$ cat src/rtl/rca_lsq_scheduler_pkg.sv
// Shared types for the RCA load/store queue: platform widths, queue entry and scheduler states.
// rca_base stands in for the platform-wide parameters that rca_config builds on.
package rca_base;
   localparam int XLEN          = 32;
   localparam int GRID_NUM_ROWS = 4;
endpackage

package rca_config;
   import rca_base::*;

   localparam int ROW_W = $clog2(GRID_NUM_ROWS);

   typedef struct packed {
      logic [ROW_W-1:0] row;
      logic [XLEN-1:0]  addr;
      logic [XLEN-1:0]  data;
      logic [2:0]       fn3;
      logic             load;
      logic             store;
   } rca_lsq_entry_t;

   typedef enum logic [1:0] {
      LSQ_IDLE      = 2'd0,
      LSQ_ISSUE     = 2'd1,
      LSQ_WAIT_LOAD = 2'd2
   } lsq_state_t;
endpackage

$ cat src/rtl/rca_lsq_scheduler_if.sv
// Grid-side and LSU-side bundles of the load/store queue.
// The lsq modports are the scheduler's view of each bundle.
interface rca_lsq_grid_interface;
   import rca_base::*;
   logic [XLEN-1:0]          addr [GRID_NUM_ROWS];
   logic [XLEN-1:0]          data [GRID_NUM_ROWS];
   logic [2:0]               fn3  [GRID_NUM_ROWS];
   logic [GRID_NUM_ROWS-1:0] load;
   logic [GRID_NUM_ROWS-1:0] store;
   logic [GRID_NUM_ROWS-1:0] new_request;
   logic                     fifo_full;
   logic [GRID_NUM_ROWS-1:0] load_complete;
   logic [XLEN-1:0]          load_data;

   modport lsq  (input addr, data, fn3, load, store, new_request,
                 output fifo_full, load_complete, load_data);
   modport grid (output addr, data, fn3, load, store, new_request,
                 input fifo_full, load_complete, load_data);
endinterface

interface rca_lsu_interface;
   import rca_base::*;
   logic [XLEN-1:0] rs1;
   logic [XLEN-1:0] rs2;
   logic [2:0]      fn3;
   logic            load;
   logic            store;
   logic            rca_lsu_lock;
   logic            lsu_ready;
   logic            load_complete;
   logic [XLEN-1:0] load_data;

   modport lsq (output rs1, rs2, fn3, load, store, rca_lsu_lock,
                input lsu_ready, load_complete, load_data);
   modport lsu (input rs1, rs2, fn3, load, store, rca_lsu_lock,
                output lsu_ready, load_complete, load_data);
endinterface

$ cat src/rtl/rca_lsq_fifo.sv
// Request FIFO: up to NPUSH pushes (compacted in ascending index order) and one pop per cycle.
// Head visible combinationally; full is registered and leaves room for a whole row burst.
module rca_lsq_fifo
   import rca_base::*;
   import rca_config::*;
#(
   parameter int DEPTH = 8,
   parameter int NPUSH = GRID_NUM_ROWS
) (
   input  logic                   clk,
   input  logic                   rst,
   input  logic [NPUSH-1:0]       push_vld,
   input  rca_lsq_entry_t         push_dat [NPUSH],
   input  logic                   pop,
   output rca_lsq_entry_t         head_dat,
   output logic                   empty,
   output logic [$clog2(DEPTH):0] count_nxt,
   output logic                   full
);
   localparam int PTR_W = $clog2(DEPTH);
   localparam int CNT_W = PTR_W + 1;

   rca_lsq_entry_t   mem_q [DEPTH];
   rca_lsq_entry_t   mem_d [DEPTH];
   logic [PTR_W-1:0] wr_ptr_q, wr_ptr_d, rd_ptr_q, rd_ptr_d, slot;
   logic [CNT_W-1:0] count_q, count_d, free, n_acc, n_req;
   logic             full_q, full_d, do_pop;

   assign free   = CNT_W'(DEPTH) - count_q;
   assign do_pop = pop && (count_q != '0);

   always_comb begin
      mem_d = mem_q;
      n_acc = '0;
      n_req = '0;
      slot  = wr_ptr_q;
      for (int i = 0; i < NPUSH; i++) begin
         if (push_vld[i]) begin
            n_req = n_req + CNT_W'(1);
            // Requests beyond the free space are dropped, never wrapped onto live entries.
            if (n_acc < free) begin
               slot        = wr_ptr_q + n_acc[PTR_W-1:0];
               mem_d[slot] = push_dat[i];
               n_acc       = n_acc + CNT_W'(1);
            end
         end
      end
      wr_ptr_d = wr_ptr_q + n_acc[PTR_W-1:0];
      rd_ptr_d = rd_ptr_q + PTR_W'(do_pop);
      count_d  = count_q + n_acc - CNT_W'(do_pop);
      full_d   = (CNT_W'(DEPTH) - count_d) < CNT_W'(GRID_NUM_ROWS);
   end

   always_ff @(posedge clk) begin
      mem_q <= mem_d;
   end

   always_ff @(posedge clk or negedge rst) begin
      if (!rst) begin
         wr_ptr_q <= '0;
         rd_ptr_q <= '0;
         count_q  <= '0;
         full_q   <= 1'b0;
      end else begin
         wr_ptr_q <= wr_ptr_d;
         rd_ptr_q <= rd_ptr_d;
         count_q  <= count_d;
         full_q   <= full_d;
      end
   end

   overflow_chk: assert property (@(posedge clk) disable iff (!rst) n_req <= free);

   assign head_dat  = mem_q[rd_ptr_q];
   assign empty     = (count_q == '0);
   assign count_nxt = count_d;
   assign full      = full_q;
endmodule

$ cat src/rtl/rca_lsq_scheduler.sv
// Queues grid row requests in row order and issues them one at a time to the LSU (1 cycle min latency).
// Holds the head while lsu_ready is low; a load blocks further issue until its completion returns.
module rca_lsq_scheduler
   import rca_base::*;
   import rca_config::*;
#(
   parameter int FIFO_DEPTH = 8
) (
   input  logic              clk,
   input  logic              rst,
   rca_lsq_grid_interface.lsq grid,
   rca_lsu_interface.lsq      lsu,
   output logic              busy
);
   localparam int CNT_W = $clog2(FIFO_DEPTH) + 1;

   lsq_state_t               state_q, state_d;
   logic [ROW_W-1:0]         load_row_q, load_row_d;
   logic [GRID_NUM_ROWS-1:0] load_complete_q, load_complete_d;
   logic [XLEN-1:0]          load_data_q, load_data_d;
   rca_lsq_entry_t           push_dat [GRID_NUM_ROWS];
   rca_lsq_entry_t           head;
   logic                     empty, fifo_full, issue, lsu_load, lsu_store, lock;
   logic [CNT_W-1:0]         count_nxt;

   always_comb begin
      for (int r = 0; r < GRID_NUM_ROWS; r++) begin
         push_dat[r].row   = ROW_W'(r);
         push_dat[r].addr  = grid.addr[r];
         push_dat[r].data  = grid.data[r];
         push_dat[r].fn3   = grid.fn3[r];
         push_dat[r].load  = grid.load[r];
         push_dat[r].store = grid.store[r];
      end
   end

   rca_lsq_fifo #(.DEPTH(FIFO_DEPTH), .NPUSH(GRID_NUM_ROWS)) u_fifo (
      .clk       (clk),
      .rst       (rst),
      .push_vld  (grid.new_request),
      .push_dat  (push_dat),
      .pop       (issue),
      .head_dat  (head),
      .empty     (empty),
      .count_nxt (count_nxt),
      .full      (fifo_full)
   );

   always_ff @(posedge clk or negedge rst) begin
      if (!rst) begin
         state_q         <= LSQ_IDLE;
         load_row_q      <= '0;
         load_complete_q <= '0;
         load_data_q     <= '0;
      end else begin
         state_q         <= state_d;
         load_row_q      <= load_row_d;
         load_complete_q <= load_complete_d;
         load_data_q     <= load_data_d;
      end
   end

   // Leaving IDLE on count_nxt lets a request issue the cycle after it arrives.
   always_comb begin
      state_d         = state_q;
      load_row_d      = load_row_q;
      load_complete_d = '0;
      load_data_d     = load_data_q;
      case (state_q)
         LSQ_IDLE: begin
            if (count_nxt != '0) state_d = LSQ_ISSUE;
         end
         LSQ_ISSUE: begin
            if (issue && head.load) begin
               state_d    = LSQ_WAIT_LOAD;
               load_row_d = head.row;
            end else if (count_nxt == '0) begin
               state_d = LSQ_IDLE;
            end
         end
         LSQ_WAIT_LOAD: begin
            if (lsu.load_complete) begin
               state_d                     = LSQ_IDLE;
               load_complete_d[load_row_q] = 1'b1;
               load_data_d                 = lsu.load_data;
            end
         end
         default: state_d = LSQ_IDLE;
      endcase
   end

   always_comb begin
      issue     = (state_q == LSQ_ISSUE) && !empty && lsu.lsu_ready;
      lsu_load  = issue && head.load;
      lsu_store = issue && head.store;
      lock      = !empty || (state_q != LSQ_IDLE);
   end

   assign lsu.rs1            = head.addr;
   assign lsu.rs2            = head.data;
   assign lsu.fn3            = head.fn3;
   assign lsu.load           = lsu_load;
   assign lsu.store          = lsu_store;
   assign lsu.rca_lsu_lock   = lock;
   assign grid.fifo_full     = fifo_full;
   assign grid.load_complete = load_complete_q;
   assign grid.load_data     = load_data_q;
   assign busy               = lock;
endmodule

$ cat src/flat_wrapper.sv
// flat-port wrapper written by rule: the top's interface ports become plain ports
module rca_lsq_scheduler_flat import rca_base::*; import rca_config::*;
#(
   parameter int FIFO_DEPTH = 8
)
  (clk, rst, busy, grid_addr, grid_data, grid_fn3, grid_load, grid_store, grid_new_request, grid_fifo_full, grid_load_complete, grid_load_data, lsu_rs1, lsu_rs2, lsu_fn3, lsu_load, lsu_store, lsu_rca_lsu_lock, lsu_lsu_ready, lsu_load_complete, lsu_load_data);
  rca_lsq_grid_interface grid_i ();
  rca_lsu_interface lsu_i ();
  input  logic clk;
  input  logic rst;
  output logic busy;
  input wire logic [$bits(grid_i.addr)-1:0] grid_addr;
  input wire logic [$bits(grid_i.data)-1:0] grid_data;
  input wire logic [$bits(grid_i.fn3)-1:0] grid_fn3;
  input wire logic [$bits(grid_i.load)-1:0] grid_load;
  input wire logic [$bits(grid_i.store)-1:0] grid_store;
  input wire logic [$bits(grid_i.new_request)-1:0] grid_new_request;
  output wire logic [$bits(grid_i.fifo_full)-1:0] grid_fifo_full;
  output wire logic [$bits(grid_i.load_complete)-1:0] grid_load_complete;
  output wire logic [$bits(grid_i.load_data)-1:0] grid_load_data;
  output wire logic [$bits(lsu_i.rs1)-1:0] lsu_rs1;
  output wire logic [$bits(lsu_i.rs2)-1:0] lsu_rs2;
  output wire logic [$bits(lsu_i.fn3)-1:0] lsu_fn3;
  output wire logic [$bits(lsu_i.load)-1:0] lsu_load;
  output wire logic [$bits(lsu_i.store)-1:0] lsu_store;
  output wire logic [$bits(lsu_i.rca_lsu_lock)-1:0] lsu_rca_lsu_lock;
  input wire logic [$bits(lsu_i.lsu_ready)-1:0] lsu_lsu_ready;
  input wire logic [$bits(lsu_i.load_complete)-1:0] lsu_load_complete;
  input wire logic [$bits(lsu_i.load_data)-1:0] lsu_load_data;
  assign grid_i.addr = {>>{grid_addr}};
  assign grid_i.data = {>>{grid_data}};
  assign grid_i.fn3 = {>>{grid_fn3}};
  assign grid_i.load = grid_load;
  assign grid_i.store = grid_store;
  assign grid_i.new_request = grid_new_request;
  assign grid_fifo_full = grid_i.fifo_full;
  assign grid_load_complete = grid_i.load_complete;
  assign grid_load_data = grid_i.load_data;
  assign lsu_rs1 = lsu_i.rs1;
  assign lsu_rs2 = lsu_i.rs2;
  assign lsu_fn3 = lsu_i.fn3;
  assign lsu_load = lsu_i.load;
  assign lsu_store = lsu_i.store;
  assign lsu_rca_lsu_lock = lsu_i.rca_lsu_lock;
  assign lsu_i.lsu_ready = lsu_lsu_ready;
  assign lsu_i.load_complete = lsu_load_complete;
  assign lsu_i.load_data = lsu_load_data;
  rca_lsq_scheduler #(.FIFO_DEPTH(FIFO_DEPTH)) u_core (.clk(clk), .rst(rst), .grid(grid_i), .lsu(lsu_i), .busy(busy));
endmodule
$ cat config.mk
export PLATFORM = sky130hd
export DESIGN_NAME = rca_lsq_scheduler_flat
export DESIGN_NICKNAME = d
export VERILOG_FILES = /design/src/rtl/rca_lsq_scheduler_pkg.sv /design/src/rtl/rca_lsq_scheduler_if.sv /design/src/rtl/rca_lsq_fifo.sv /design/src/rtl/rca_lsq_scheduler.sv /design/src/flat_wrapper.sv
export SDC_FILE = /design/constraint.sdc
export NUM_CORES = 2
export LEC_CHECK = 0
export BUFFER_PORTS_ARGS = -buffer_cell sky130_fd_sc_hd__buf_4
export CORE_MARGIN = 3
export CORE_UTILIZATION = 41
export CTS_CLUSTER_DIAMETER = 50
export DETAILED_ROUTE_END_ITERATION = 8
export GPL_TIMING_DRIVEN = 1
export PLACE_DENSITY = 0.66
export SYNTH_ARGS = -nofsm -noshare
export SYNTH_HDL_FRONTEND = slang
export SYNTH_SLANG_ARGS = --single-unit
$ cat constraint.sdc
create_clock -name clk -period 15.5 [get_ports clk]
set_input_delay 1.55 -clock clk [delete_from_list [all_inputs] [get_ports clk]]
set_output_delay 1.55 -clock clk [all_outputs]
set_load 0.01 [all_outputs]
==> results <==
- The area added between synthesis and finish is 10.94%.
- The HPWL after detailed placement is approximately 110 mm.
- Headroom to the max-slew limit came out at between 10% and 20%.
- The I/O pin count is between 400 and 500.
- The final-report max-slew violation count is 0.
- The number of placed instances, taps included, is around 6300.
- The final period utilization is approximately 55%.
- Setup repair after global routing left no endpoint under its margin.
- Row generation in the floorplan step produced between 100 and 150 rows.
- The non-filler instance count after layout is between 6000 and 7000.
- The number of antenna violations at the first check in global routing is 31.
- The clock tree synthesis step divided the H-tree into 3 levels.
- The mean number of vias per cell is between 6 and 7.
- The worst-case vdd ir drop is between 0.2 and 0.3 mV.
- Ranked by instance count, the synthesized netlist is headed by sky130_fd_sc_hd__nand2_1, sky130_fd_sc_hd__clkbuf_1, sky130_fd_sc_hd__dfxtp_1.
- Entering global routing, the biggest net connects 167 pins.
- The overall die height is ~340 microns.
- The number of warnings issued by yosys is 0.
- The area of the die is about 0.11 sq mm.
- Final hold analysis gives a worst-case slack of approximately 470 ps.
- The region available for standard cell placement spans between 0.1 and 0.15 sq mm.
- The CTS tree is built.
- The post-CTS resize count is 0.
- The max-capacitance violation count is 0.
- The average wire per standard cell is about 30 microns.
- Dividing total power by cell area gives a power density of around 310 mW/mm^2.
- The post-route standard cell area excluding fillers is 0.04974 sq mm.
- At the end of the flow, the number of nets in the layout was 5372.
- The netlist area before placement is roughly 0.045 sq mm.
- After synthesis, the cell types taking the most area are sky130_fd_sc_hd__dfxtp_1, sky130_fd_sc_hd__mux2i_1, sky130_fd_sc_hd__mux4_2, sky130_fd_sc_hd__nand2_1, sky130_fd_sc_hd__clkbuf_1.
- The run finished with clean final reports.
- The number of nets in the synthesized netlist is approximately 5700.
- The residual overflow from global routing is 0.
- The root buffer selected by CTS is sky130_fd_sc_hd__clkbuf_16.
- The number of failing hold endpoints at the final stage came to 0.
- The most used standard cell by instance count after synthesis is sky130_fd_sc_hd__nand2_1.
- The synthesis-stage register bit count is roughly 620.
- The clock-pin slew on the worst setup and hold paths is about 60 ps.
- The buffer count from post-CTS setup fixing is 0.
- The synthesized area per cell is 8.387 sq um.
- The worst setup path is captured at a flip-flop.
- The primary flip-flop cell chosen by synthesis mapping is sky130_fd_sc_hd__dfxtp_1.
- The count of final setup violators is 0.
- At the pin with the least slew margin, the transition time is ~1200 ps.
- Once placement finished, the instance area stood at 0.04643 sq mm.
- The setup TNS after final layout is 0 ps.
- After synthesis, flip-flops and latches occupy 28.21% of the total area.
- In this run the worst path has a maximum fanout of 54.
- In the routed design, unresolved DRC markers number 0.
- After detailed routing, the total wire length is between 150 and 200 mm.
- Yosys mapped a number of flops with a built-in enable equal to 0.
- The clock insertion delay at the later pin of the skew report is around 690 ps.
- The congestion estimate from routability-driven global placement came to about 0.9.
- STA classifies the critical path startpoint as a flip-flop.
- After technology mapping, the gate count stands at between 5000 and 6000.
- The pre-antenna-repair detailed-routing pass consisted of 6 iterations.
- The port buffer count is 423.
- The proportion of layout cells with a drive suffix above 1 is a little over a fifth.
- The first-pass GRT wire length is ~290 mm.
- The count of unique library cells instantiated by Yosys is 63.
- Timing would allow up to ~120 MHz.
- sky130_fd_sc_hd__dfxtp_1 takes more of the synthesized area than any other cell.
- Data on the critical path arrives at its endpoint at 9070 ps.
- In the synthesized netlist the async set-or-reset flop fraction comes to around 8.2%.
- The total track usage is 32.80%.
- For this configuration, the core starts out at a cell density of just over 40%.
- The class of the most critical setup path is reg2reg.
- At the worst endpoint, the required time is between 15000 and 20000 ps.
- The die span in x is 336.7 microns.
- The path class of the tightest hold or removal check is reg2reg.
- In this run the static leakage power is 18.44 nW.
- The number of global-route vias before repair came to 43560.
- The iteration-0 DRC count of the detailed router is roughly 6100.
- The number of buffers added to fix hold violations after cts is 0.
- The total CTS buffers is between 90 and 100.
- The worst path in the final design needs a cycle of 8558 ps, including I/O delays and setup.
- The top cell type by area accounts for 25.36% of the synthesized area.
- The clock net in this run drives a total of slightly above 600 sinks.
- The worst-case clock skew is 28.70 ps.
- The detailed-route via count is around 45000.
- The register-to-register setup slack is 6940 ps.
- Once detail routing completed, the nets flagged for antenna violations numbered 0.
- In this run the deepest clock path goes through 3 buffers.
[layer usage]
layer,share of wire [%],track usage [%],vias to the layer above
li1,-,-,19140
met5,0.072,0,-
met1,38,41.65,21600
met4,5.4,17.87,20
met2,44,50.34,3494
met3,13,9.202,768
[per-stage QoR]
stage | setup slack [ps] | power (mW) | utilization [%]
detailed placement | 6656 | 12.90 | 43.07
floorplan | 9475 | 10.28 | -
global placement | 6718 | 12.66 | 43.07
global route | 6709 | 16.20 | 46.12
finish | 6942 | 15.47 | 46.14
CTS | 7211 | 15.16 | 46.09
[placed cells by master (no fill, tap or decap), drive strengths merged, types with 5 or more instances in the layout]
| cell type | n |
|---|---|
| a2111oi | 5 |
| a21oi | 16 |
| a221oi | 208 |
| a31oi | 348 |
| buf | 511 |
| bufinv | 8 |
| clkbuf | 122 |
| clkinv | 24 |
| clkinvlp | 16 |
| dfrtp | 51 |
| dfxtp | 568 |
| diode | 21 |
| ha | 18 |
| inv | 30 |
| mux2 | 206 |
| mux2i | 352 |
| mux4 | 142 |
| nand2 | 750 |
| nand3 | 15 |
| nand4 | 10 |
| nor2 | 226 |
| nor2b | 215 |
| nor3 | 284 |
| o211ai | 281 |
| o21ai | 224 |
| o22a | 69 |
| o2bb2ai | 138 |
| o311ai | 70 |
| o31ai | 140 |
| or2 | 5 |
| xnor2 | 7 |
| xor2 | 7 |
[registers in the layout, indices dropped and copies added (netlist names)]
signal                     count
u_core.u_fifo.mem_q          568
u_core.grid.load_data         32
u_core.grid.load_complete      4
u_core.u_fifo.count_q          4
u_core.u_fifo.rd_ptr_q         3
u_core.u_fifo.wr_ptr_q         3
u_core.load_row_q              2
u_core.state_q                 2
u_core.u_fifo.full             1
[final timing paths]
kind,startpoint,endpoint,cells after the start
min in group asynchronous,rst,u_core.grid.load_data[16],1
hold reg to reg,u_core.u_fifo.mem_q[283],u_core.u_fifo.mem_q[283],2
setup reg to reg,u_core.u_fifo.count_q[0],u_core.u_fifo.mem_q[353],20
hold / removal,u_core.u_fifo.mem_q[283],u_core.u_fifo.mem_q[283],2
max in group asynchronous,rst,u_core.u_fifo.rd_ptr_q[1],1
setup / recovery,u_core.u_fifo.count_q[0],u_core.u_fifo.mem_q[353],20
[where the power goes]
part / internal [mW] / leakage (nW) / switching, mW / total [mW]
sequential: 2.60 / 5.43 / 0.568 / 3.16
combinational: 4.21 / 11.5 / 5.87 / 10.1
clock: 1.34 / 1.55 / 0.894 / 2.24
[logic make-up after synthesis]
| group | Yosys count | share of synthesized area [%] |
|---|---|---|
| AO/OA/AOI/OAI | 1516 | 24.47 |
| multiplexers | 700 | 21.30 |
| buffers and inverters | 944 | 9.756 |
| AND/OR/NAND/NOR | 1529 | 15.20 |
| adder cells (fa/ha/maj) | 22 | 0.6810 |
| XOR/XNOR | 16 | 0.3740 |
| flip-flops | 619 | 28.21 |
[layout make-up]
cell class | count | area [sq um]
clock buffer | 122 | 2630
tap | 1403 | 1755
multi-input combinational | 3783 | 28070
inverter | 24 | 90.09
antenna | 21 | 52.55
fill | 10310 | 58070
timing repair buffer | 511 | 3861
clock inverter | 54 | 620.6
sequential | 619 | 12660
[critical path: stages (launching register included)]
cell and delay (ps):
sky130_fd_sc_hd__dfrtp_1 570, sky130_fd_sc_hd__inv_1 110, sky130_fd_sc_hd__ha_1 310, sky130_fd_sc_hd__nor3b_4 330
sky130_fd_sc_hd__a31o_2 520, sky130_fd_sc_hd__a21oi_1 140, sky130_fd_sc_hd__ha_1 340, sky130_fd_sc_hd__nand2_1 120
sky130_fd_sc_hd__nand3_1 160, sky130_fd_sc_hd__o2111ai_2 500, sky130_fd_sc_hd__nand2_1 260, sky130_fd_sc_hd__xnor2_1 350
sky130_fd_sc_hd__ha_1 220, sky130_fd_sc_hd__inv_1 50, sky130_fd_sc_hd__fa_1 650, sky130_fd_sc_hd__or3_4 610
sky130_fd_sc_hd__buf_4 680, sky130_fd_sc_hd__buf_4 750, sky130_fd_sc_hd__or2_4 530, sky130_fd_sc_hd__buf_4 820
sky130_fd_sc_hd__o21ai_0 220
No activity file was read; power rests on OpenSTA's default activity.
